### config.mk
export PLATFORM = sky130hd
export DESIGN_NAME = scandoubler_framing
export DESIGN_NICKNAME = d
export VERILOG_FILES = /design/src/rtl/scandoubler_pkg.sv /design/src/rtl/scandoubler_outtiming.sv /design/src/rtl/scandoubler_framing.sv
export SDC_FILE = /design/constraint.sdc
export NUM_CORES = 1
export LEC_CHECK = 0
export ABC_CLOCK_PERIOD_IN_PS = 6250
export BUFFER_PORTS_ARGS = -buffer_cell sky130_fd_sc_hd__buf_2
export CORE_AREA = 2 2 99 101
export CTS_CLUSTER_DIAMETER = 60
export DETAILED_ROUTE_END_ITERATION = 8
export DIE_AREA = 0 0 101 103
export PLACE_DENSITY = 0.64
export SLEW_MARGIN = 20
export SYNTH_ARGS = -nofsm -noshare
export SYNTH_HDL_FRONTEND = slang
export SYNTH_SLANG_ARGS = --single-unit
### constraint.sdc
create_clock -name clk_sys -period 6.25 [get_ports clk_sys]
set_input_delay 0.625 -clock clk_sys [delete_from_list [all_inputs] [get_ports clk_sys]]
set_output_delay 0.625 -clock clk_sys [all_outputs]
set_load 0.02 [all_outputs]
### src/rtl/scandoubler_pkg.sv
// rtl/scandoubler_pkg.sv - shared state encoding and address saturation helper for the scandoubler framing block
package scandoubler_pkg;

    typedef enum logic [1:0] {
        SEARCH  = 2'd0,
        MEASURE = 2'd1,
        LOCKED  = 2'd2
    } sd_state_t;

    // Largest line-buffer address for a given address width (HCNT_MAX = 2**width-1)
    function automatic int unsigned hcnt_max(input int unsigned width);
        return (32'd1 << width) - 32'd1;
    endfunction

endpackage

### src/rtl/scandoubler_outtiming.sv
// rtl/scandoubler_outtiming.sv - pe_out-rate read address and doubled hsync generator
module scandoubler_outtiming
    import scandoubler_pkg::*;
#(
    parameter int HCNT_WIDTH  = 10,
    parameter int HSCNT_WIDTH = 12
) (
    input  logic                   clk_sys,
    input  logic                   reset,
    input  logic                   pe_out,
    input  logic                   locked,
    input  logic                   restart_pend,
    input  logic [HSCNT_WIDTH-1:0] line_len,
    input  logic [HSCNT_WIDTH-1:0] hs_len,
    output logic [HCNT_WIDTH-1:0]  sd_hcnt,
    output logic                   hs_sd,
    output logic                   pend_clr
);

    localparam logic [HCNT_WIDTH-1:0] SD_MAX = HCNT_WIDTH'(hcnt_max(HCNT_WIDTH));

    logic [HCNT_WIDTH-1:0]  sd_next;
    logic [HSCNT_WIDTH-1:0] sd_wide;
    logic [HSCNT_WIDTH-1:0] hs_half;

    // Wrap compare is done at full counter width so a line longer than the
    // buffer never matches and the read address just parks at the top
    assign sd_wide  = HSCNT_WIDTH'(sd_hcnt);
    assign hs_half  = hs_len >> 1;
    assign pend_clr = pe_out & locked & restart_pend;

    // Next read address: restart beats wrap, wrap beats increment
    always_comb begin
        sd_next = sd_hcnt;
        if (restart_pend) begin
            sd_next = '0;
        end else if (sd_wide == line_len - HSCNT_WIDTH'(1)) begin
            sd_next = '0;
        end else if (sd_hcnt != SD_MAX) begin
            sd_next = sd_hcnt + HCNT_WIDTH'(1);
        end
    end

    // Output line replay; held idle whenever no valid line length is held
    always_ff @(posedge clk_sys) begin
        if (reset) begin
            sd_hcnt <= '0;
            hs_sd   <= 1'b0;
        end else if (pe_out) begin
            if (!locked) begin
                sd_hcnt <= '0;
                hs_sd   <= 1'b0;
            end else begin
                sd_hcnt <= sd_next;
                hs_sd   <= (HSCNT_WIDTH'(sd_next) < hs_half);
            end
        end
    end

endmodule

### src/rtl/scandoubler_framing.sv
// rtl/scandoubler_framing.sv - input line measurement and framing for the scandoubler line buffer
module scandoubler_framing
    import scandoubler_pkg::*;
#(
    parameter int HCNT_WIDTH  = 10,
    parameter int HSCNT_WIDTH = 12
) (
    input  logic                  clk_sys,
    input  logic                  reset,
    input  logic                  pe_in,
    input  logic                  pe_out,
    input  logic                  hs_in,
    output logic [HCNT_WIDTH-1:0] hcnt,
    output logic [HCNT_WIDTH-1:0] sd_hcnt,
    output logic                  line_toggle,
    output logic                  hs_sd,
    output logic                  locked
);

    localparam logic [HSCNT_WIDTH-1:0] PCNT_MAX   = '1;
    localparam logic [HSCNT_WIDTH-1:0] HCNT_MAX_W = HSCNT_WIDTH'(hcnt_max(HCNT_WIDTH));

    sd_state_t              state_q, state_d;
    logic                   hs_prev;
    logic                   rise, fall;
    logic [HSCNT_WIDTH-1:0] pcnt, pcnt_next, len_capture;
    logic [HSCNT_WIDTH-1:0] line_len, hs_len;
    logic [HCNT_WIDTH-1:0]  hcnt_next;
    logic                   restart_pend, pend_clr;

    assign rise   = hs_in & ~hs_prev;
    assign fall   = ~hs_in & hs_prev;
    assign locked = (state_q == LOCKED);

    // A measured length saturates rather than wrapping to zero
    assign len_capture = (pcnt == PCNT_MAX) ? PCNT_MAX : pcnt + HSCNT_WIDTH'(1);

    // Write address follows the pixel count but sticks at the top of the buffer
    assign hcnt_next = (pcnt_next > HCNT_MAX_W) ? HCNT_MAX_W[HCNT_WIDTH-1:0]
                                                : pcnt_next[HCNT_WIDTH-1:0];

    // Next pixel count: restart on hsync rise, otherwise count up and saturate
    always_comb begin
        pcnt_next = pcnt;
        if (rise) begin
            pcnt_next = '0;
        end else if (pcnt != PCNT_MAX) begin
            pcnt_next = pcnt + HSCNT_WIDTH'(1);
        end
    end

    // Lock state: two rises to lock, an endless line drops back to searching
    always_comb begin
        state_d = state_q;
        if (pe_in) begin
            case (state_q)
                SEARCH:  if (rise) state_d = MEASURE;
                MEASURE: begin
                    if (rise) state_d = LOCKED;
                    else if (pcnt == PCNT_MAX) state_d = SEARCH;
                end
                LOCKED:  if (!rise && pcnt == PCNT_MAX) state_d = SEARCH;
                default: state_d = SEARCH;
            endcase
        end
    end

    // State register
    always_ff @(posedge clk_sys) begin
        if (reset) state_q <= SEARCH;
        else       state_q <= state_d;
    end

    // Input-rate measurement of line length and hsync width
    always_ff @(posedge clk_sys) begin
        if (reset) begin
            hs_prev     <= 1'b0;
            pcnt        <= '0;
            hcnt        <= '0;
            line_toggle <= 1'b0;
            line_len    <= '0;
            hs_len      <= '0;
        end else if (pe_in) begin
            hs_prev <= hs_in;
            pcnt    <= pcnt_next;
            hcnt    <= hcnt_next;
            if (rise) begin
                line_toggle <= ~line_toggle;
                if (state_q != SEARCH) line_len <= len_capture;
            end
            if (fall) hs_len <= len_capture;
        end
    end

    // Restart request handed to the output side; a new rise wins over consumption
    always_ff @(posedge clk_sys) begin
        if (reset)               restart_pend <= 1'b0;
        else if (pe_in && rise)  restart_pend <= 1'b1;
        else if (pend_clr)       restart_pend <= 1'b0;
    end

    scandoubler_outtiming #(
        .HCNT_WIDTH  (HCNT_WIDTH),
        .HSCNT_WIDTH (HSCNT_WIDTH)
    ) u_outtiming (
        .clk_sys      (clk_sys),
        .reset        (reset),
        .pe_out       (pe_out),
        .locked       (locked),
        .restart_pend (restart_pend),
        .line_len     (line_len),
        .hs_len       (hs_len),
        .sd_hcnt      (sd_hcnt),
        .hs_sd        (hs_sd),
        .pend_clr     (pend_clr)
    );

endmodule

==> run summary <==
After synthesis, the largest family of logic cells by area is simple AND/OR/NAND/NOR gates. Yosys printed 0 warnings. The post-CTS clock slew at the launch and capture registers of the worst setup and hold paths was 70 ps. After synthesis, the most frequently instantiated cells are sky130_fd_sc_hd__nor2_1 (65), sky130_fd_sc_hd__dfxtp_1 (61), sky130_fd_sc_hd__nand2_1 (34), sky130_fd_sc_hd__a211oi_1 (26), sky130_fd_sc_hd__a21oi_1 (22). The worst hold path passes through 2 cells. The synthesis-stage register bit count is 61, and the total number of clock tree sinks is 61.

Once layout is complete, the cells apart from fillers number 579. At the pin with the least slew margin, the transition time is 1030 ps. After clock tree synthesis, the repair step resized 0 gates.

The congestion estimate from routability-driven global placement came to 0.903. Static timing analysis puts the maximum clock frequency at 0.257 GHz. TritonCTS built the clock tree. The run gives 0 as the count of final hold-check violations.

The run gives 0.00946 mm^2 as the placeable core region. Among all flip-flop cells after synthesis, the most frequent one is sky130_fd_sc_hd__dfxtp_1. For the pin count of the biggest net entering global routing, the log shows 64. By area the synthesized netlist is led by sky130_fd_sc_hd__dfxtp_1 (33%), sky130_fd_sc_hd__nor2_1 (6.6%), sky130_fd_sc_hd__a211oi_1 (5.3%). The logs give 4 for the detailed-router iteration count before antenna repair and 3 for the level count of the clock H-tree. The compound-gate portion of the synthesized area came out at 19.8%.

Standard cell with the maximum stage delay on the critical path: sky130_fd_sc_hd__nor4_2. The gate family responsible for the most delay along the worst path was compound AO/OA/AOI/OAI gates. Synthesis produced 453 cells. The endpoint identified for the worst register-to-register timing path is u_outtiming.hs_sd$_SDFFE_PP0P_.

The number of global-route vias before repair came out at 3100. Dividing the detail-routed via count by the number of cells gives 5.65. After floorplanning, the core was divided into 36 placement rows. Before CTS, the worst setup slack after placement is 2410 ps. The later pin in the worst-skew pair is clocked with a latency of 340 ps.

The dominant cell type by area after synthesis was sky130_fd_sc_hd__dfxtp_1. The count of boundary I/O pins was 28. The buffer levels on the longest clock path is 2. The run finished with clean final reports. The power per cell area was 210 mW/mm^2. The logs give 0 for the final count of pins violating max slew and 0 ps for the summed negative setup slack over all endpoints. The share of the synthesized area in the top cell type was 33.2%; the final worst clock skew was 7.17 ps. The startpoint identified for the worst hold timing path is hs_len[10]$_SDFFE_PP0P_. For this run, the post-layout net count is 479. Of all nets on the critical path, the largest fanout is 25. The share of cells above drive strength 1 is 13.3%, and the mux contribution to synthesized area is 2.52%.

The fraction of the core area covered by cells at the end of the flow was 42.3%; the number of cells on the worst reg-to-reg path was 15. For this configuration, the core starts out at a cell density of 38.9%. The smallest clock period supported by the final layout is computed as 3890 ps. The horizontal die dimension came out at 101 um. Iteration-0 DRC count of the detailed router: 163.

The count of different cell masters after synthesis came out at 64. Kind of capture point of the worst setup path: a flop. The design draws 0.000842 W. The terminating pin of the worst hold path was hs_len[10]$_SDFFE_PP0P_. The residual overflow from global routing was 0.

The run gives 33.2% as the share of synthesized area occupied by flip-flops and latches. For the worst setup path, the data required time is 6520 ps. Detailed placement finished with a half-perimeter wire length of 6430 um. Per-instance average area after synthesis: 8.12 um^2. Total instance count after detailed placement: 564. The worst register-to-register path has a setup slack of 2360 ps. The share of synthesized cell area in and, or, nand and nor gates is 28.9%.

The number of buffer and inverter stages on the critical path is 1, and the wire length of the first global-routing pass is 15300 um. In this run the critical register-to-register path is launched from line_len[0]$_SDFFE_PP0P_. The synthesized netlist devotes 5.48% of its cell area to XOR and XNOR gates.

The tools report the leakage power of the design as 1.51 nW. The number of hold buffers added after CTS was 0. Setup repair after global routing left no endpoint under its margin. The critical path is of the flop to flop type. The die covers 0.0104 mm^2. The worst path uses 62.3% of the clock period.

The worst setup path is launched from a flop. Measured along the y axis, the die boundary spans 103 um. In the routed design, unresolved DRC markers number 0. The run gives 0 as the initial antenna violation count. The post-route antenna net violation count is 0, and the post-synthesis share of cell area spent on full adders, half adders and majority gates is 4.42%. The worst-case IR drop observed on VDD is 121 uV. Detailed routing inserted a total of 3272 vias. The count of buffers added on input and output ports is 27. The worst path meets setup with 2360 ps of slack. Data on the critical path arrives at its endpoint at 4160 ps. The class of the worst hold path is flop to flop. After detailed routing, the average wire length per cell comes to 15.8 um. Max-capacitance violation count: 0.

Setup violations remaining at the end of the flow were counted as 0. The tools report the number of setup buffers added after CTS as 0. Most frequent cell after synthesis: sky130_fd_sc_hd__nor2_1. The number of nets in the synthesized netlist was 471. The count of flip-flops with a built-in enable after synthesis is 0. The number of antenna diodes in the final layout is 0. Wires add up to 9130 um.

In this design, the stage delay of the slowest critical-path cell is 390 ps. In this run the tightest slew margin relative to its limit is 31.0%. The area growth from synthesis to layout was 8.84%. The fraction of synthesis flops using an asynchronous set or reset pin is 0%.

The synthesized netlist occupies a cell area of 0.00368 mm^2. Global routing consumed, over all layers together, 18.5% of the routing resources. Walking the worst path, the cells encountered are inv_1 > ha_1 > nor4bb_1 > a31o_1 > a32oi_1 > nor4_2 > a41oi_4 > and2_1 > ha_1 > a21o_1 > a21o_1 > a21oi_1 > o221ai_1 > a221o_1 > a31oi_1.

Root buffer selected by CTS: sky130_fd_sc_hd__clkbuf_8. TritonCTS created 9 clock buffers.
## worst min-delay path: cells and delay by family (launching register included)
family             cells  cell delay (ps)
DFF                    1              320
and+or+nand+nor        1               60
AOI/OAI and AO/OA      1               50
## cells by family (layout without fill, tap and decap cells)
group,after synthesis,in the layout
simple gates,198,198
compound gates,103,103
xor+xnor,23,23
flops,61,61
mux,9,9
buf+inv,46,58
fa+ha+maj,13,13
## through the flow
stage	hold WS [ps]	instance area [um^2]
3_3_place_gp	448	3810
5_1_grt	499	4000
2_1_floorplan	436	3680
3_5_place_dp	455	3810
4_1_cts	464	4000
6_report	473	4000
## placed cells by master (no fill, tap or decap), types with 3 or more instances in the layout
cell                       instances
sky130_fd_sc_hd__nand2_1          34
sky130_fd_sc_hd__a31oi_1          12
sky130_fd_sc_hd__nand3_1          16
sky130_fd_sc_hd__a32oi_1           4
sky130_fd_sc_hd__o21ai_0          10
sky130_fd_sc_hd__a211oi_1         26
sky130_fd_sc_hd__nor2_1           64
sky130_fd_sc_hd__and2_1            8
sky130_fd_sc_hd__nor3_1           13
sky130_fd_sc_hd__nand3b_1          5
sky130_fd_sc_hd__dfxtp_1          61
sky130_fd_sc_hd__xnor2_1          14
sky130_fd_sc_hd__nand2b_1          7
sky130_fd_sc_hd__inv_1            15
sky130_fd_sc_hd__o211a_1           3
sky130_fd_sc_hd__nor3b_1           3
sky130_fd_sc_hd__nand4_1           9
sky130_fd_sc_hd__a21oi_1          22
sky130_fd_sc_hd__buf_2            27
sky130_fd_sc_hd__o21a_1            3
sky130_fd_sc_hd__mux2i_1           7
sky130_fd_sc_hd__nor2b_1           8
sky130_fd_sc_hd__o211ai_1          3
sky130_fd_sc_hd__a21o_1            5
sky130_fd_sc_hd__nand4b_1          3
sky130_fd_sc_hd__clkbuf_8         10
sky130_fd_sc_hd__ha_1             13
sky130_fd_sc_hd__xor2_1            9
sky130_fd_sc_hd__nor2_2            3
sky130_fd_sc_hd__and3_1            6
## layer usage
metal  GRT usage [%]  share of wire (%)  vias to the layer above
met4            4.99                1.3                        0
met3            4.75                3.5                        9
met5               0                  0                        -
li1                -                  -                     1645
met2            31.9                 48                       77
met1            23.1                 47                     1541
## flip-flops by register name (all words and copies together) (netlist names)
signal	count
pcnt	12
restart_pend	1
u_outtiming.sd_hcnt	10
line_toggle	1
u_outtiming.hs_sd	1
hcnt	10
state_q	2
line_len	12
hs_prev	1
hs_len	11
## area by class of cell
type                            count  area (um^2)
Fill cell                         970         5460
Multi-Input combinational cell    346         2250
Sequential cell                    61         1220
Tap cell                          114          143
Timing Repair Buffer               28          143
Clock inverter                      4         48.8
Clock buffer                       11          141
Inverter                           15         56.3
## worst max path at each step
stage / start / slack [ps] / to / cells after the start
3_3_place_gp: line_len[0]$_SDFFE_PP0P_ / 2560 / u_outtiming.hs_sd$_SDFFE_PP0P_ / 15
2_1_floorplan: line_len[0]$_SDFFE_PP0P_ / 2810 / u_outtiming.hs_sd$_SDFFE_PP0P_ / 17
4_1_cts: line_len[0]$_SDFFE_PP0P_ / 2360 / u_outtiming.hs_sd$_SDFFE_PP0P_ / 15
5_1_grt: line_len[0]$_SDFFE_PP0P_ / 2100 / u_outtiming.hs_sd$_SDFFE_PP0P_ / 15
6_report: line_len[0]$_SDFFE_PP0P_ / 2360 / u_outtiming.hs_sd$_SDFFE_PP0P_ / 15
3_5_place_dp: line_len[0]$_SDFFE_PP0P_ / 2410 / u_outtiming.hs_sd$_SDFFE_PP0P_ / 15
## where the power goes
part	internal [W]	switching, W
clock network	0.000192	0.000151
logic	0.0000332	0.0000571
registers	0.000398	0.0000100
total	0.000624	0.000219
Power figures use the tool's default switching activity.
